## src/rtl/arb_pkg.sv

```systemverilog
// Shared definitions for the arbitration tree and its response router.
// - idx_width(): width of a requester index for a given number of masters.
// - cnt_width(): width of an occupancy counter that must represent 0..depth.
// - rsp_route_t: routing decision for the response at the head of the ID FIFO.
package arb_pkg;

  // Widest index the route struct can carry; leaves room for up to 256 masters.
  localparam int unsigned IdxMaxWidth = 8;

  function automatic int unsigned idx_width(input int unsigned num_in);
    return (num_in > 1) ? $clog2(num_in) : 1;
  endfunction

  function automatic int unsigned cnt_width(input int unsigned depth);
    return $clog2(depth + 1);
  endfunction

  typedef struct packed {
    logic [IdxMaxWidth-1:0] idx;    // requester that owns the head response
    logic                   valid;  // head entry exists (FIFO not empty)
  } rsp_route_t;

endpackage

```

## src/rtl/arb_idx_fifo.sv

```systemverilog
// Circular in-order FIFO of winning requester indices.
// Ports:
// - clk_i, rst_ni : clock, asynchronous active-low reset
// - flush_i       : synchronous clear of pointers and occupancy (wins over push/pop)
// - push_i/idx_i  : write idx_i at the tail
// - pop_i         : retire the head entry
// - head_o        : index at the head (valid only when empty_o is low)
// - count_o       : current occupancy, full_o/empty_o derived from it
module arb_idx_fifo
  import arb_pkg::*;
#(
  parameter int unsigned Depth    = 4,
  parameter int unsigned IdxWidth = 2,
  parameter int unsigned CntWidth = cnt_width(Depth)
) (
  input  logic                clk_i,
  input  logic                rst_ni,
  input  logic                flush_i,
  input  logic                push_i,
  input  logic [IdxWidth-1:0] idx_i,
  input  logic                pop_i,
  output logic [IdxWidth-1:0] head_o,
  output logic [CntWidth-1:0] count_o,
  output logic                full_o,
  output logic                empty_o
);

  localparam int unsigned PtrWidth = (Depth > 1) ? $clog2(Depth) : 1;

  logic [IdxWidth-1:0] mem_q [Depth];
  logic [PtrWidth-1:0] wr_ptr_q, wr_ptr_d;
  logic [PtrWidth-1:0] rd_ptr_q, rd_ptr_d;
  logic [CntWidth-1:0] count_q, count_d;
  logic                push_ok, pop_ok;

  assign full_o  = (count_q == CntWidth'(Depth));
  assign empty_o = (count_q == '0);
  assign count_o = count_q;
  assign head_o  = mem_q[rd_ptr_q];

  // Guard here as well so occupancy can never overflow or underflow.
  assign push_ok = push_i & ~full_o;
  assign pop_ok  = pop_i & ~empty_o;

  always_comb begin
    wr_ptr_d = wr_ptr_q;
    rd_ptr_d = rd_ptr_q;
    count_d  = count_q;
    if (flush_i) begin
      wr_ptr_d = '0;
      rd_ptr_d = '0;
      count_d  = '0;
    end else begin
      // Explicit wrap keeps non-power-of-two depths correct; with Depth == 1
      // both pointers collapse to a constant 0.
      if (push_ok) wr_ptr_d = (wr_ptr_q == PtrWidth'(Depth - 1)) ? '0 : wr_ptr_q + 1'b1;
      if (pop_ok)  rd_ptr_d = (rd_ptr_q == PtrWidth'(Depth - 1)) ? '0 : rd_ptr_q + 1'b1;
      if (push_ok && !pop_ok)      count_d = count_q + 1'b1;
      else if (pop_ok && !push_ok) count_d = count_q - 1'b1;
    end
  end

  always_ff @(posedge clk_i or negedge rst_ni) begin
    if (!rst_ni) begin
      wr_ptr_q <= '0;
      rd_ptr_q <= '0;
      count_q  <= '0;
    end else begin
      wr_ptr_q <= wr_ptr_d;
      rd_ptr_q <= rd_ptr_d;
      count_q  <= count_d;
    end
  end

  // Storage needs no reset: an entry is only read after it has been written.
  always_ff @(posedge clk_i) begin
    if (push_ok) mem_q[wr_ptr_q] <= idx_i;
  end

endmodule

```

## src/rtl/arb_resp_router.sv

```systemverilog
// Routes in-order slave responses back to the master that won arbitration.
// Ports:
// - clk_i, rst_ni, flush_i          : clock, async active-low reset, sync clear
// - arb_req_i/arb_idx_i/arb_gnt_o    : arbiter output handshake; every grant records idx
// - slv_gnt_i                        : slave accepts the forwarded request
// - rsp_valid_i/rsp_ready_o/rsp_data_i : shared slave response channel
// - rsp_valid_o/rsp_ready_i/rsp_data_o : per-master response channel (data broadcast)
// - outstanding_o                    : ID FIFO occupancy
// - unexp_rsp_o                      : sticky flag, response seen with nothing outstanding
module arb_resp_router
  import arb_pkg::*;
#(
  parameter int unsigned NumIn     = 4,
  parameter int unsigned DataWidth = 32,
  parameter int unsigned Depth     = 4,
  parameter int unsigned IdxWidth  = idx_width(NumIn),
  parameter int unsigned CntWidth  = cnt_width(Depth)
) (
  input  logic                 clk_i,
  input  logic                 rst_ni,
  input  logic                 flush_i,
  input  logic                 arb_req_i,
  input  logic [IdxWidth-1:0]  arb_idx_i,
  output logic                 arb_gnt_o,
  input  logic                 slv_gnt_i,
  input  logic                 rsp_valid_i,
  output logic                 rsp_ready_o,
  input  logic [DataWidth-1:0] rsp_data_i,
  output logic [NumIn-1:0]     rsp_valid_o,
  input  logic [NumIn-1:0]     rsp_ready_i,
  output logic [DataWidth-1:0] rsp_data_o,
  output logic [CntWidth-1:0]  outstanding_o,
  output logic                 unexp_rsp_o
);

  logic                fifo_full, fifo_empty;
  logic                push, pop;
  logic [IdxWidth-1:0] fifo_head;
  rsp_route_t          route;
  logic [NumIn-1:0]    head_onehot;
  logic                unexp_q, unexp_d;

  // Grant depends only on registered occupancy: a pop in the same cycle does
  // not reopen a full FIFO, which keeps rsp_* out of the grant path.
  assign arb_gnt_o = slv_gnt_i & ~fifo_full;
  assign push      = arb_req_i & arb_gnt_o;

  arb_idx_fifo #(
    .Depth    (Depth),
    .IdxWidth (IdxWidth),
    .CntWidth (CntWidth)
  ) u_idx_fifo (
    .clk_i   (clk_i),
    .rst_ni  (rst_ni),
    .flush_i (flush_i),
    .push_i  (push),
    .idx_i   (arb_idx_i),
    .pop_i   (pop),
    .head_o  (fifo_head),
    .count_o (outstanding_o),
    .full_o  (fifo_full),
    .empty_o (fifo_empty)
  );

  always_comb begin
    route       = '0;
    route.valid = ~fifo_empty;
    // A single master always owns the head.
    if (NumIn > 1) route.idx[IdxWidth-1:0] = fifo_head;
  end

  // One-hot0 decode of the head owner; all zero while the FIFO is empty,
  // so a response arriving with nothing outstanding is never accepted.
  for (genvar gi = 0; gi < NumIn; gi++) begin : g_decode
    assign head_onehot[gi] = route.valid & (route.idx == IdxMaxWidth'(gi));
  end

  assign rsp_valid_o = rsp_valid_i ? head_onehot : '0;
  assign rsp_ready_o = |(rsp_ready_i & head_onehot);
  assign rsp_data_o  = rsp_data_i;
  assign pop         = rsp_valid_i & rsp_ready_o;

  always_comb begin
    unexp_d = unexp_q;
    if (flush_i) unexp_d = 1'b0;
    else if (rsp_valid_i && fifo_empty) unexp_d = 1'b1;
  end

  always_ff @(posedge clk_i or negedge rst_ni) begin
    if (!rst_ni) unexp_q <= 1'b0;
    else         unexp_q <= unexp_d;
  end

  assign unexp_rsp_o = unexp_q;

endmodule

```

## config.mk

```make
export PLATFORM = sky130hd
export DESIGN_NAME = arb_resp_router
export DESIGN_NICKNAME = d
export VERILOG_FILES = /design/src/rtl/arb_pkg.sv /design/src/rtl/arb_idx_fifo.sv /design/src/rtl/arb_resp_router.sv
export SDC_FILE = /design/constraint.sdc
export NUM_CORES = 1
export LEC_CHECK = 0
export BUFFER_PORTS_ARGS = -buffer_cell sky130_fd_sc_hd__buf_2
export CORE_UTILIZATION = 42
export DETAILED_ROUTE_END_ITERATION = 16
export GPL_ROUTABILITY_DRIVEN = 1
export PLACE_DENSITY = 0.83
export SLEW_MARGIN = 15
export SYNTH_ARGS = -nofsm -noshare
export SYNTH_HDL_FRONTEND = slang
export SYNTH_SLANG_ARGS = --single-unit
```

## constraint.sdc

```tcl
create_clock -name clk_i -period 6.8 [get_ports clk_i]
set_clock_uncertainty 0.1 [all_clocks]
set_input_delay 1.36 -clock clk_i [delete_from_list [all_inputs] [get_ports clk_i]]
set_output_delay 1.36 -clock clk_i [all_outputs]
set_load 0.1 [all_outputs]
```

==> results.json <==
{
  "num_vias": 690,
  "core_area_um2": 2567,
  "cts_hold_buf": 0,
  "clock_path_buffers": 2,
  "die_h_um": 54.95,
  "seq_area_um2": 440.4,
  "final_max_slew_viol_count": 0,
  "syn_avg_cell_area_um2": 10.90,
  "reg2reg_slack_ns": 3.94,
  "htree_levels": 1,
  "synth_seq_area_share_pct": 37.41,
  "dr.pass1.iters": 3,
  "syn_inst": 108,
  "root_buffer": "clkbuf_4",
  "port_buffers": 21,
  "viasPerCell": 5.308,
  "powerDensity_nw_per_um2": 402.9,
  "timing.fmax_ghz": 0.2574,
  "finalCriticalPeriod_ns": 3.885,
  "synthTopCellsByArea": "buf_4, edfxtp_1, dfrtp_1",
  "start_util_pct": 45.86,
  "globalplace.congestion": 0.7625,
  "nets": 151,
  "fin_area_um2": 1097,
  "ant_nets": 0,
  "synth_top_cell_by_area": "buf_4",
  "crit_arrival_ns": 2.43,
  "n_fill_cell": 265,
  "syn2layout_area_growth_pct": -6.801,
  "relSlewSlack_pct": 67.64,
  "hold_viol": 0,
  "synth_seq_cells": 16,
  "grt_use_total_pct": 14.19,
  "worstSkewPairLatency_ns": 0.28,
  "grt_pass1_wl_um": 2960,
  "synth_top_cell_area_share_pct": 20.40,
  "dieArea_um2": 3019,
  "grt_pass1_vias": 693,
  "dp.cells": 126,
  "status": "completed",
  "critPathTopFamily": "multiplexers",
  "min_path_type": "reg2reg",
  "multiInputGateArea_um2": 465.4,
  "worst_slack_ns": 2.915,
  "synthesis.nets": 158,
  "routed_wl_um": 1918,
  "mostFrequentLayoutCells": "buf_2, nor2_1, dfrtp_1, edfxtp_1, inv_1",
  "end_kind": "output pin",
  "cp_num_buf_inv": 1,
  "die_w_um": 54.95,
  "layout_commonest_cell": "buf_2",
  "post_cts_buffers": 0,
  "fin_crit_sh_pct": 57.14,
  "antenna_found_initial": 0,
  "cts_tree": "done",
  "rsz0062_at_grt": "no",
  "wire_per_inst_um": 14.75,
  "synth_area_um2": 1177,
  "drc": 0,
  "dpl_cell_area_um2": 1071,
  "max-cap-violations": 0,
  "rows": 18,
  "cp_max_fo": 5,
  "p_leak_uw": 0.0005001,
  "critPathKind": "reg2out",
  "fin_cells": 130,
  "place_hpwl_um": 1609,
  "setup-violations-final": 0,
  "crit_path_top_delay_cell": "mux4_2",
  "grt_max_degree": 12,
  "drt_iter0_drc": 16,
  "grt_util_met1_pct": 15.16,
  "dp_slack_ns": 2.908,
  "grt_use_met2_pct": 25.90,
  "worst_pin_slew_ns": 0.4887,
  "clkTransAtPathRegs_ns": 0.09,
  "vdd_drop_max_v": 0.0002945,
  "critical_path.cell_chain": "mux4_2 > mux2i_2 > and2b_2 > a211oi_1 > buf_2",
  "cp-start-kind": "register",
  "drive_above_1_share_pct": 32.00,
  "clock_sinks": 16,
  "setup_tns_ns": 0,
  "required_ns": 5.34,
  "ctsResizeCount": 0,
  "ys_warn_count": 0,
  "cp_slowest_stage_delay_ns": 0.61,
  "grt_overflow": 0,
  "ios": 86,
  "grt.busiest_layer": "met2",
  "synth_cell_types": 25,
  "antenna_cells": 0,
  "use_met3_pct": 3.825,
  "cts_inserted_buffers": 3
}
## layout make-up
cell class / instances / area share [%]
multi-input cells: 53 / 42.42
flip-flops and latches: 16 / 40.14
repair buffers: 21 / 9.578
well taps: 30 / 3.421
clock buffers: 3 / 2.052
inverters: 6 / 2.052
clock inverters: 1 / 0.3421
## worst min-delay path, stage by stage (launching register included)
cell and delay, ns:
dfrtp_1 0.35, a21oi_1 0.04, nor2_1 0.07
## flip-flops by register name, indices dropped and copies added, names as in the netlist
name / cells
u_idx_fifo.mem_q: 8
u_idx_fifo.wr_ptr_q: 2
u_idx_fifo.rd_ptr_q: 2
unexp_rsp_o: 1
u_idx_fifo.count_o: 3
## where the power goes
| group | internal [µW] | switching (µW) | leakage, µW |
|---|---|---|---|
| clock network | 21.3 | 28.6 | 0.0000154 |
| registers | 115 | 20.2 | 0.000181 |
| logic | 60.9 | 196 | 0.000304 |
| total | 198 | 245 | 0.000500 |
## cells in the mapped netlist
cell	number
a211oi_1	1
nand2b_4	1
nand2_1	1
mux4_1	1
mux2i_1	4
o22ai_4	1
edfxtp_1	8
fa_1	1
inv_1	6
o311ai_4	1
nor2_1	18
and2_1	1
mux2i_2	2
and2b_2	1
mux4_2	1
buf_4	32
o31a_1	2
mux2_1	3
nor3_1	2
dlygate4sd1_1	1
and3_1	4
xor2_2	1
dfrtp_1	8
ha_1	5
a21oi_1	2
## routing by layer
layer,vias to the layer above,wire length (µm)
li1,316,-
met1,327,730
met2,39,986
met3,8,168
met4,0,32
met5,-,0
## worst paths after layout
path                                                    start                                  to  cells after the start
setup reg to reg           u_idx_fifo.rd_ptr_q[0]$_DFFE_PN0P_   u_idx_fifo.count_o[2]$_DFFE_PN0P_                      8
min in group asynchronous                              rst_ni   u_idx_fifo.count_o[1]$_DFFE_PN0P_                      1
max in group asynchronous                              rst_ni  u_idx_fifo.wr_ptr_q[0]$_DFFE_PN0P_                      1
hold reg to reg                       unexp_rsp_o$_DFFE_PN0P_             unexp_rsp_o$_DFFE_PN0P_                      2
hold / removal                        unexp_rsp_o$_DFFE_PN0P_             unexp_rsp_o$_DFFE_PN0P_                      2
setup / recovery           u_idx_fifo.rd_ptr_q[0]$_DFFE_PN0P_                         rsp_ready_o                      5
## cell families after synthesis
| kind of cell | Yosys count | share of synthesized area [%] |
|---|---|---|
| flip-flops | 16 | 37.41 |
| AND/OR/NAND/NOR | 28 | 11.48 |
| AO/OA/AOI/OAI | 7 | 6.909 |
| XOR/XNOR | 1 | 1.382 |
| buffers and inverters | 39 | 23.06 |
| adder cells (fa/ha/maj) | 6 | 7.014 |
| multiplexers | 11 | 12.75 |
## stage by stage
step	hold WS, ns	power [µW]	util, %
floorplan	0.4420	441.0	-
global placement	0.3790	387.8	41.72
detailed placement	0.3825	395.6	41.72
CTS	0.4042	446.4	42.74
global route	0.4400	468.3	42.74
finish	0.3977	442.1	42.74
(Power assumes the default switching activity.)
